===== src/rtl/cpu_sequencer_if.sv =====
// Single-ported memory bus shared by instruction fetch and load/store accesses.
// The sequencer drives the master side; the memory (or its model) is the slave.
interface cpu_sequencer_if;
    logic        mem_req;
    logic        mem_we_o;
    logic [7:0]  mem_addr;
    logic [15:0] mem_rdata;
    logic        mem_ack;

    modport master (
        output mem_req,
        output mem_we_o,
        output mem_addr,
        input  mem_rdata,
        input  mem_ack
    );

    modport slave (
        input  mem_req,
        input  mem_we_o,
        input  mem_addr,
        output mem_rdata,
        output mem_ack
    );
endinterface


===== src/rtl/cpu_sequencer.sv =====
// Multi-cycle FETCH/DECODE/EXEC/MEM/WB sequencer: owns pc/ir/mdr and gates decoder write enables.
// Latency 4 cycles per ALU/branch instruction, 5 per load/store; stalls in FETCH/MEM until mem_ack.
module cpu_sequencer (
    input  logic                   clk,
    input  logic                   rst_n,
    input  logic                   run,
    input  logic                   step,
    input  logic                   halt,
    input  logic                   dec_pc_we,
    input  logic [5:0]             dec_pc_in,
    input  logic                   dec_reg_we,
    input  logic                   dec_mem_we,
    input  logic                   dec_sel2,
    input  logic [7:0]             daddr,
    cpu_sequencer_if.master        mem,
    output logic [15:0]            ir,
    output logic [15:0]            mdr,
    output logic [5:0]             pc,
    output logic                   reg_we_o,
    output logic                   busy,
    output logic [15:0]            instr_count
);

    typedef enum logic [2:0] {
        IDLE   = 3'd0,
        FETCH  = 3'd1,
        DECODE = 3'd2,
        EXEC   = 3'd3,
        MEM    = 3'd4,
        WB     = 3'd5
    } state_t;

    state_t      state_q;
    logic [5:0]  pc_q;
    logic [15:0] ir_q;
    logic [15:0] mdr_q;
    logic [15:0] cnt_q;
    logic        halt_q;
    logic        step_mode_q;
    logic        halt_d;

    // A halt arriving in the WB cycle itself must still stop at this boundary.
    assign halt_d = halt_q | halt;

    always_ff @(posedge clk or negedge rst_n) begin
        if (!rst_n) begin
            state_q     <= IDLE;
            pc_q        <= 6'd0;
            ir_q        <= 16'd0;
            mdr_q       <= 16'd0;
            cnt_q       <= 16'd0;
            halt_q      <= 1'b0;
            step_mode_q <= 1'b0;
        end else begin
            if (halt) halt_q <= 1'b1;
            case (state_q)
                IDLE: begin
                    if (step) begin
                        state_q     <= FETCH;
                        step_mode_q <= 1'b1;
                        halt_q      <= 1'b0;
                    end else if (run) begin
                        state_q     <= FETCH;
                        step_mode_q <= 1'b0;
                        halt_q      <= 1'b0;
                    end
                end
                FETCH: begin
                    if (mem.mem_ack) begin
                        ir_q    <= mem.mem_rdata;
                        state_q <= DECODE;
                    end
                end
                DECODE: state_q <= EXEC;
                EXEC: state_q <= (dec_sel2 || dec_mem_we) ? MEM : WB;
                MEM: begin
                    if (mem.mem_ack) begin
                        if (dec_sel2) mdr_q <= mem.mem_rdata;
                        state_q <= WB;
                    end
                end
                WB: begin
                    pc_q    <= dec_pc_we ? dec_pc_in : pc_q + 6'd1;
                    cnt_q   <= cnt_q + 16'd1;
                    state_q <= (halt_d || step_mode_q || !run) ? IDLE : FETCH;
                end
                default: state_q <= IDLE;
            endcase
        end
    end

    // Bus outputs decode straight from state so an async reset clears them at once.
    always_comb begin
        mem.mem_addr = 8'd0;
        case (state_q)
            FETCH:   mem.mem_addr = {2'b00, pc_q};
            MEM:     mem.mem_addr = daddr;
            default: mem.mem_addr = 8'd0;
        endcase
    end

    assign mem.mem_req  = (state_q == FETCH) || (state_q == MEM);
    assign mem.mem_we_o = (state_q == MEM) && dec_mem_we;
    assign reg_we_o     = (state_q == WB) && dec_reg_we;
    assign busy         = (state_q != IDLE);
    assign pc           = pc_q;
    assign ir           = ir_q;
    assign mdr          = mdr_q;
    assign instr_count  = cnt_q;

endmodule


===== src/flat_wrapper.sv =====
// flat-port wrapper written by rule: the top's interface ports become plain ports
module cpu_sequencer_flat 
  (clk, rst_n, run, step, halt, dec_pc_we, dec_pc_in, dec_reg_we, dec_mem_we, dec_sel2, daddr, ir, mdr, pc, reg_we_o, busy, instr_count, mem_mem_req, mem_mem_we_o, mem_mem_addr, mem_mem_rdata, mem_mem_ack);
  cpu_sequencer_if mem_i ();
  input  logic clk;
  input  logic rst_n;
  input  logic run;
  input  logic step;
  input  logic halt;
  input  logic dec_pc_we;
  input  logic [5:0] dec_pc_in;
  input  logic dec_reg_we;
  input  logic dec_mem_we;
  input  logic dec_sel2;
  input  logic [7:0] daddr;
  output logic [15:0] ir;
  output logic [15:0] mdr;
  output logic [5:0] pc;
  output logic reg_we_o;
  output logic busy;
  output logic [15:0] instr_count;
  output wire logic [$bits(mem_i.mem_req)-1:0] mem_mem_req;
  output wire logic [$bits(mem_i.mem_we_o)-1:0] mem_mem_we_o;
  output wire logic [$bits(mem_i.mem_addr)-1:0] mem_mem_addr;
  input wire logic [$bits(mem_i.mem_rdata)-1:0] mem_mem_rdata;
  input wire logic [$bits(mem_i.mem_ack)-1:0] mem_mem_ack;
  assign mem_mem_req = mem_i.mem_req;
  assign mem_mem_we_o = mem_i.mem_we_o;
  assign mem_mem_addr = mem_i.mem_addr;
  assign mem_i.mem_rdata = mem_mem_rdata;
  assign mem_i.mem_ack = mem_mem_ack;
  cpu_sequencer u_core (.clk(clk), .rst_n(rst_n), .run(run), .step(step), .halt(halt), .dec_pc_we(dec_pc_we), .dec_pc_in(dec_pc_in), .dec_reg_we(dec_reg_we), .dec_mem_we(dec_mem_we), .dec_sel2(dec_sel2), .daddr(daddr), .mem(mem_i), .ir(ir), .mdr(mdr), .pc(pc), .reg_we_o(reg_we_o), .busy(busy), .instr_count(instr_count));
endmodule

===== config.mk =====
export PLATFORM = sky130hd
export DESIGN_NAME = cpu_sequencer_flat
export DESIGN_NICKNAME = d
export VERILOG_FILES = /design/src/rtl/cpu_sequencer_if.sv /design/src/rtl/cpu_sequencer.sv /design/src/flat_wrapper.sv
export SDC_FILE = /design/constraint.sdc
export NUM_CORES = 1
export LEC_CHECK = 0
export ABC_AREA = 1
export CORE_UTILIZATION = 44
export DETAILED_ROUTE_END_ITERATION = 6
export PLACE_DENSITY = 0.85
export SLEW_MARGIN = 40
export SYNTH_ARGS = -nofsm -noshare
export SYNTH_HDL_FRONTEND = slang
export SYNTH_SLANG_ARGS = --single-unit
export TNS_END_PERCENT = 5

===== constraint.sdc =====
create_clock -name clk -period 1.5 [get_ports clk]
set_input_delay 0.15 -clock clk [delete_from_list [all_inputs] [get_ports clk]]
set_output_delay 0.15 -clock clk [all_outputs]
set_load 0.005 [all_outputs]

==> results of run 1 <==
[worst max-delay path, cell delays in order (launching register included)]
cell and delay [ns]:
dfrtp_1 0.42, buf_4 0.15, nor2_4 0.04, buf_4 0.13, buf_6 0.11, a32o_1 0.20
buf_2 0.12
[synthesized netlist by cell type (all sizes together)]
cell type  count
a211oi         1
a21oi          6
a22oi          1
a32o           1
and2           1
buf            6
clkbuf         2
dfrtp         59
ha             2
inv           50
nand2         92
nand3         13
nand4          5
nor2          25
nor3           6
o21ai         44
o22ai          1
o31ai          1
xnor2          4
xor2           7
[cells in the final DEF, fill, tap and decap left out, types with 3 or more instances in the layout]
master            n
nor2_1           18
inv_1            47
a21oi_1           6
xnor2_1           4
buf_2            11
nand4_1           5
o21ai_1          26
buf_4            19
xor2_1            7
nor3_1            6
nor2_4            3
buf_12            5
nor2_2            4
nand3_1          10
nand2_1          82
clkbuf_8          9
buf_6             3
dfrtp_1          57
o21ai_0          17
clkdlybuf4s50_1  90
nand2_2           9
[metrics by stage]
step / worst slack [ns] / power (mW)
after floorplan: 0.245 / 3.79
after global placement: -0.0609 / 5.74
after detailed placement: -0.134 / 5.84
after CTS: -0.144 / 7.57
after global routing: -0.216 / 8.23
final: -0.146 / 7.67
[layout make-up]
class,count,area (sq um)
flip-flops and latches,59,1480
fillers,441,1630
inverters,50,190
repair buffers,133,1280
clock inverters,5,77.6
clock buffers,11,131
multi-input cells,210,1070
well taps,75,93.8
[registers in the layout (all words and copies together), names as in the netlist]
| name | count |
|---|---|
| u_core.pc | 6 |
| u_core.halt_q | 1 |
| u_core.state_q | 3 |
| u_core.ir | 16 |
| u_core.step_mode_q | 1 |
| u_core.mdr | 16 |
| u_core.instr_count | 16 |
[worst paths after layout]
path / startpoint / endpoint / depth (start not counted)
min reg2reg: u_core.step_mode_q / u_core.step_mode_q / 2
max: u_core.state_q[1] / mem_mem_addr[1] / 6
max in group asynchronous: rst_n / u_core.state_q[2] / 3
max reg2reg: u_core.state_q[0] / u_core.state_q[0] / 9
min in group clk: mem_mem_rdata[10] / u_core.mdr[10] / 3
min: rst_n / u_core.ir[14] / 3
[metal layers]
layer	global-route usage, %	up-vias
met5	0	-
met4	9.82	0
met3	8.99	17
met2	41.7	112
met1	27.9	1269
li1	-	1300
[repair_timing]
action	CTS	global route
gates resized for setup	58	27
endpoints found under the setup margin	13	59
hold buffers	1	0
pin swaps	2	1
endpoints found under the hold margin	59	0
cloned	0	0
setup buffers	9	1
[kinds of logic (layout without fill, tap and decap cells)]
group | Yosys count | count (layout) | share of synthesized area, %
XOR/XNOR | 11 | 11 | 3.52
flip-flops | 59 | 59 | 54.0
AND/OR/NAND/NOR | 142 | 142 | 22.2
buffers and inverters | 58 | 199 | 8.83
adder cells (fa/ha/maj) | 2 | 2 | 0.915
AO/OA/AOI/OAI | 55 | 55 | 10.6
[report_power, final]
part           internal (mW)  switching, mW  total (mW)  leakage, nW
Sequential              2.18          0.452        2.63        0.755
Clock                  0.931          0.635        1.57        0.103
Combinational           1.98           1.49        3.47         1.29
==> impl_metrics.ini, run 1 <==
[worst_hold_path]
min_path_type = in2async

[finish]
fin_area_sq_mm = 0.00432
areaGrowthSynthToFinish_pct = 58.1
nets = 505
drive_gt1_share_pct = 16.9
diodes = 0
final_cells = 543
final_core_util_pct = 72.6

[global_route]
grt_pass1_wl_um = 12100
grt_max_degree = 60
overflow = 0
antenna_found_initial = 0
grt_pass1_vias = 2671
grtUsageTotal_pct = 24.6

[power_and_ir_drop]
p_per_area_mw_per_mm2 = 1770
leakagePower_nw = 2.14
irDropWorstVdd_mv = 0.975

[critical_path]
r2r_slack_ns = -0.09
worstSetupEndpointType = output pin
worst_setup_path_start_kind = flip-flop
required_ns = 1.35
arrival_ns = 1.50
cp_max_fo = 3
setup.worst_path.class = reg2out

[yosys]
synth_largest_area_cell = dfrtp_1
synth.distinct_cells = 30
yosysSeqAreaShare_pct = 54.0
synth_cells = 327
ys_warn_count = 0
ys_ff_latch = 59
synthTopCellsByArea = dfrtp_1 (54%), nand2_1 (12%), inv_1 (6.5%)
synth_nets = 369
avgSynthCellArea_sq_um = 8.36
syn-cell-area_sq_mm = 0.00274
synth_top_area_share_pct = 54.0

[sta]
finalSetupTns_ns = -1.33
clock_skew_ns = 0.0102
slew_headroom_pct = 79.4
fmax_mhz = 608
setup_violations = 32
fin_crit_sh_pct = 110
final.setup.worst_slack_ns = -0.146
final_max_slew_viol_count = 0
fin_crit_ns = 1.65
tightest_slew_ns = 0.309
finalHoldViolCount = 0
whs_ns = 0.344
rsz0062_at_grt = yes

[die]
core_sq_mm = 0.00596
io_pins = 106
rows = 28
die_x_um = 80.8
start_util_pct = 45.9
die_h_um = 80.8
die-area_sq_mm = 0.00654

[clocking]
cts_max_level = 3
cts_buffers = 9
clk-insertion-delay-late_ns = 0.33
clockBufferDepth = 2
clockRootBuffer = clkbuf_8
cts_tree = built
path_clk_slew_ns = 0.07
cts.sinks = 59

[run_status]
violations = negative setup slack
status = finished with violations

[route]
dr_wl_met2_um = 3660
maxUsedRoutingLayer = met4
dr_wl_met3_um = 625
drtPass1Iterations = 5
met1_length_um = 2990
wire_per_inst_um = 13.6
drt-total-wl_um = 7410
initialDrtViolationCount = 181
postRouteAntennaNets = 0
vias = 2698
drcViolationCount = 0
vias_per_cell = 4.97

[flow_run]
max_cap_viol_count = 0

[placement]
gp_congestion = 0.810
dp.cells = 516
dp_hpwl_um = 4940
place_area_sq_mm = 0.00400
portBuffers = 105
Note: power is estimated with default switching activity, not from simulation.
==> run 2: changes to the inputs <==
- PLACE_DENSITY: 0.85 -> 0.8
==> impl_metrics.ini, run 2 (synthesized netlist as in run 1, its figures left out) <==
[placement]
dp.cells = 516
portBuffers = 105
place_area_sq_mm = 0.00399
preCtsSetupSlack_ns = -0.115
dp_hpwl_um = 4940
gp_congestion = 0.796

[critical_path]
required_ns = 1.35
r2r_end = u_core.mdr[7]
worst_setup_path_start_kind = flip-flop
timing.critical_path.buf_inv = 5
crit_path_max_incr_delay_ns = 0.45
arrival_ns = 1.47
cp_max_fo = 4
crit_path_top_delay_cell = dfrtp_2
r2r_start = u_core.state_q[0]
critPathTopFamily = buffers and inverters
setup.worst_path.class = reg2out
ff2ff_path_depth = 11
r2r_slack_ns = -0.08
cp_common_cell = buf_4
worstSetupEndpointType = output pin
path_cells = nor2_4, buf_4, buf_4, buf_4, buf_4, nand2_4, buf_6

[clocking]
cts_max_level = 3
clockBufferDepth = 2
path_clk_slew_ns = 0.07
cts_buffers = 9
cts.sinks = 59
clockRootBuffer = clkbuf_8
clk-insertion-delay-late_ns = 0.33
cts_tree = built

[finish]
drive_gt1_share_pct = 18.0
diodes = 0
final_common_cell = clkdlybuf4s50_1
fin_area_sq_mm = 0.00440
final_cells = 548
nets = 510
final_cell_mix = clkdlybuf4s50_1 (92), nand2_1 (82), dfrtp_1 (56)
areaGrowthSynthToFinish_pct = 60.8

[power_and_ir_drop]
p_per_area_mw_per_mm2 = 1820
pwr-share-comb_pct = 44.4
leakagePower_nw = 2.17
p_seq_share_pct = 33.4
clockPowerShare_pct = 22.1
p_int_mw = 5.36
irDropWorstVdd_mv = 1.03
p_sw_share_pct = 33.0
p_sw_mw = 2.64

[sta]
fmax_mhz = 618
slew_headroom_pct = 79.2
setup_violations = 28
tightest_slew_ns = 0.312
finalHoldViolCount = 0
clock_skew_ns = 0.00452
final_max_slew_viol_count = 0
final.setup.worst_slack_ns = -0.118
fin_crit_sh_pct = 108
fin_crit_ns = 1.62
rsz0062_at_grt = yes

[flow_run]
max_cap_viol_count = 0

[global_route]
grt_pass1_vias = 2736
grt_max_degree = 60
antenna_found_initial = 0
grtUsageTotal_pct = 24.3
grt_pass1_wl_um = 12000
overflow = 0

[run_status]
status = finished with violations
violations = negative setup slack

[die]
rows = 28
start_util_pct = 45.9
core_sq_mm = 0.00596
io_pins = 106
die-area_sq_mm = 0.00654
die_x_um = 80.8
die_h_um = 80.8

[worst_hold_path]
min_path_type = in2async

[route]
wire_per_inst_um = 13.6
drcViolationCount = 0
vias = 2711
drt-total-wl_um = 7450
postRouteAntennaNets = 0
vias_per_cell = 4.95
initialDrtViolationCount = 124
drtPass1Iterations = 4
## run 2: per-layer routing
layer	GRT usage [%]	wire length, um	vias up	share of wire (%)
met3	7.19	564	14	7.6
li1	-	-	1311	-
met5	0	0	-	0
met2	41.5	3690	113	50
met4	12.0	124	0	1.7
met1	27.7	3070	1273	41
## run 2: cell type report
type | count | area [sq um]
clock buffer | 11 | 141
clock inverter | 5 | 100
fill | 455 | 1560
inverter | 50 | 193
multi-input combinational | 210 | 1080
sequential | 59 | 1480
tap | 75 | 93.8
timing repair buffer | 138 | 1310
## run 2: worst min-delay path, stage by stage
cell and delay, ns:
dlygate4sd3_1 0.52, buf_2 0.12, buf_12 0.28
## run 2: repair_timing
item | CTS | global route
endpoints found under the setup margin | 13 | 58
hold endpoints to repair | 59 | 0
hold buffers | 1 | 0
buffers inserted | 13 | 2
pin swaps | 2 | 1
resized for setup | 64 | 32
## run 2: worst max path at each step
stage,startpoint,to,slack (ns),cells after the start
3_5_place_dp,u_core.state_q[1],mem_mem_addr[5],-0.11,6
4_1_cts,u_core.state_q[0],mem_mem_addr[1],-0.19,6
3_3_place_gp,u_core.state_q[1],mem_mem_addr[7],-0.07,5
6_report,u_core.state_q[0],busy,-0.12,7
5_1_grt,u_core.state_q[0],mem_mem_addr[5],-0.17,8
2_1_floorplan,u_core.state_q[0],u_core.mdr[5],0.24,7
## run 2: through the flow
step	power, mW	TNS (ns)	hold slack, ns	utilization (%)
2_1_floorplan	3.79	0	-0.146	-
3_3_place_gp	5.72	-0.569	0.176	67.0
3_5_place_dp	5.82	-0.924	0.176	67.0
4_1_cts	7.84	-1.84	0.356	72.8
5_1_grt	8.50	-4.84	0.367	73.9
6_report	8.00	-2.06	0.341	73.9
## run 2: power groups by stage
stage | Sequential, mW | Combinational [mW] | Clock, mW
CTS | 2.63 | 3.43 | 1.78
global placement | 2.61 | 3.11 | 0
detailed placement | 2.62 | 3.19 | 0
floorplan | 2.62 | 1.17 | 0
finish | 2.67 | 3.55 | 1.77
global route | 2.75 | 3.90 | 1.85
==> run 3: changes to the inputs <==
- CORE_UTILIZATION: 44 -> 45
- CTS_BUF_LIST: unset -> sky130_fd_sc_hd__clkbuf_8
- PLACE_DENSITY: 0.8 -> 0.82
==> impl_metrics.ini, run 3 (synthesized netlist as in run 1, its figures left out) <==
[placement]
portBuffers = 105
gp_congestion = 0.810
dp_hpwl_um = 5010
preCtsSetupSlack_ns = -0.119
place_area_sq_mm = 0.00400

[clocking]
cts_tree = built
cts_buffers = 9
clk-insertion-delay-late_ns = 0.34
cts.sinks = 59
clockRootBuffer = clkbuf_8
path_clk_slew_ns = 0.07
cts_max_level = 3
clockBufferDepth = 2

[power_and_ir_drop]
irDropWorstVdd_mv = 1.04
leakagePower_nw = 2.23
p_per_area_mw_per_mm2 = 1850

[sta]
final_max_slew_viol_count = 0
rsz0062_at_grt = yes
slew_headroom_pct = 78.8
setup_violations = 18
clock_skew_ns = 0.00581
fin_crit_sh_pct = 107
fin_crit_ns = 1.60
finalHoldViolCount = 0
tightest_slew_ns = 0.318
final.setup.worst_slack_ns = -0.104
fmax_mhz = 623
finalSetupTns_ns = -0.701

[route]
postRouteAntennaNets = 0
vias = 2757
drcViolationCount = 0
initialDrtViolationCount = 141
drtPass1Iterations = 4
drt-total-wl_um = 8060
wire_per_inst_um = 14.6
vias_per_cell = 5.00

[critical_path]
path_cells = buf_6, nor2_4, nand2_4, nand2_2, clkdlybuf4s15_2
cp_max_fo = 7
worst_setup_path_start_kind = flip-flop
required_ns = 1.35
crit_path_max_incr_delay_ns = 0.42
setup.worst_path.class = reg2out
crit_path_top_delay_cell = dfrtp_1
arrival_ns = 1.45
worstSetupEndpointType = output pin

[die]
die-area_sq_mm = 0.00639
io_pins = 106
rows = 28
die_x_um = 80.0
core_sq_mm = 0.00589
die_h_um = 80.0
start_util_pct = 46.5

[finish]
fin_area_sq_mm = 0.00459
regArea_sq_mm = 0.00148
diodes = 0
nets = 513
drive_gt1_share_pct = 23.5
areaGrowthSynthToFinish_pct = 67.7
fillers = 383
multiInputGateArea_sq_mm = 0.00119
final_cell_mix = clkdlybuf4s50_1 (92), nand2_1 (69), dfrtp_1 (58)
final_common_cell = clkdlybuf4s50_1

[flow_run]
max_cap_viol_count = 0

[global_route]
antenna_found_initial = 0
grt_max_degree = 60
grt_pass1_vias = 2631
grtUsageTotal_pct = 25.3
grt_pass1_wl_um = 12000
overflow = 0

[run_status]
violations = negative setup slack
status = finished with violations

[worst_hold_path]
min_path_type = in2async
## run 3: cell types whose count changed in the layout (fill, tap and decap cells not counted), sizes merged
cell and change:
clkbuf +2, clkinv -1, clkdlybuf4s15 +1, buf +1
## run 3: metal layers
layer	track usage, %	vias up	part of all wire (%)
li1	-	1317	-
met1	29.0	1317	39
met2	42.6	107	51
met3	7.54	16	7.7
met4	12.5	0	2.0
met5	0	-	0
## run 3: path summary, 6_finish.rpt
kind / to / startpoint / depth (start not counted) / slack (ns)
worst max-delay path: mem_mem_req / u_core.state_q[1] / 5 / -0.10
worst min-delay path: u_core.mdr[14] / rst_n / 3 / 0.34
worst max register to register: u_core.ir[1] / u_core.state_q[1] / 9 / -0.02
worst min register to register: u_core.mdr[0] / u_core.mdr[0] / 2 / 0.49
max in group asynchronous: u_core.instr_count[1] / rst_n / 3 / 0.87
min in group clk: u_core.ir[12] / mem_mem_rdata[12] / 3 / 0.37
## run 3: repair_timing
item	4_1_cts	5_1_grt
endpoints found under the hold margin	59	0
cloned	0	3
pin swaps	4	12
hold buffers	1	0
endpoints found under the setup margin	12	59
resized for setup	59	69
setup buffers	10	7
## run 3: critical path, delay by kind of cell (launching register included)
family / cells / cell delay [ns]
buffers and inverters: 2 / 0.34
DFF: 1 / 0.42
and+or+nand+nor: 3 / 0.37
## run 3: cell type report
| type | count | share of cell area [%] |
|---|---|---|
| Tap cell | 75 | 2.05 |
| Clock buffer | 12 | 3.60 |
| Multi-Input combinational cell | 210 | 25.9 |
| Sequential cell | 59 | 32.2 |
| Timing Repair Buffer | 141 | 29.9 |
| Clock inverter | 4 | 2.07 |
| Inverter | 50 | 4.26 |
## run 3: metrics by stage
step	std cells	util, %	hold WS, ns	power (mW)
after floorplan	327	-	-0.146	3.79
after global placement	517	67.9	0.176	5.71
after detailed placement	517	67.9	0.177	5.85
after CTS	544	74.0	0.354	7.96
after global routing	551	77.9	0.372	8.97
final	551	77.9	0.338	8.48
## run 3: power by group
group / switching [mW] / total, mW / internal, mW
Clock: 0.641 / 1.88 / 1.24
Combinational: 1.74 / 3.95 / 2.21
Sequential: 0.472 / 2.65 / 2.18
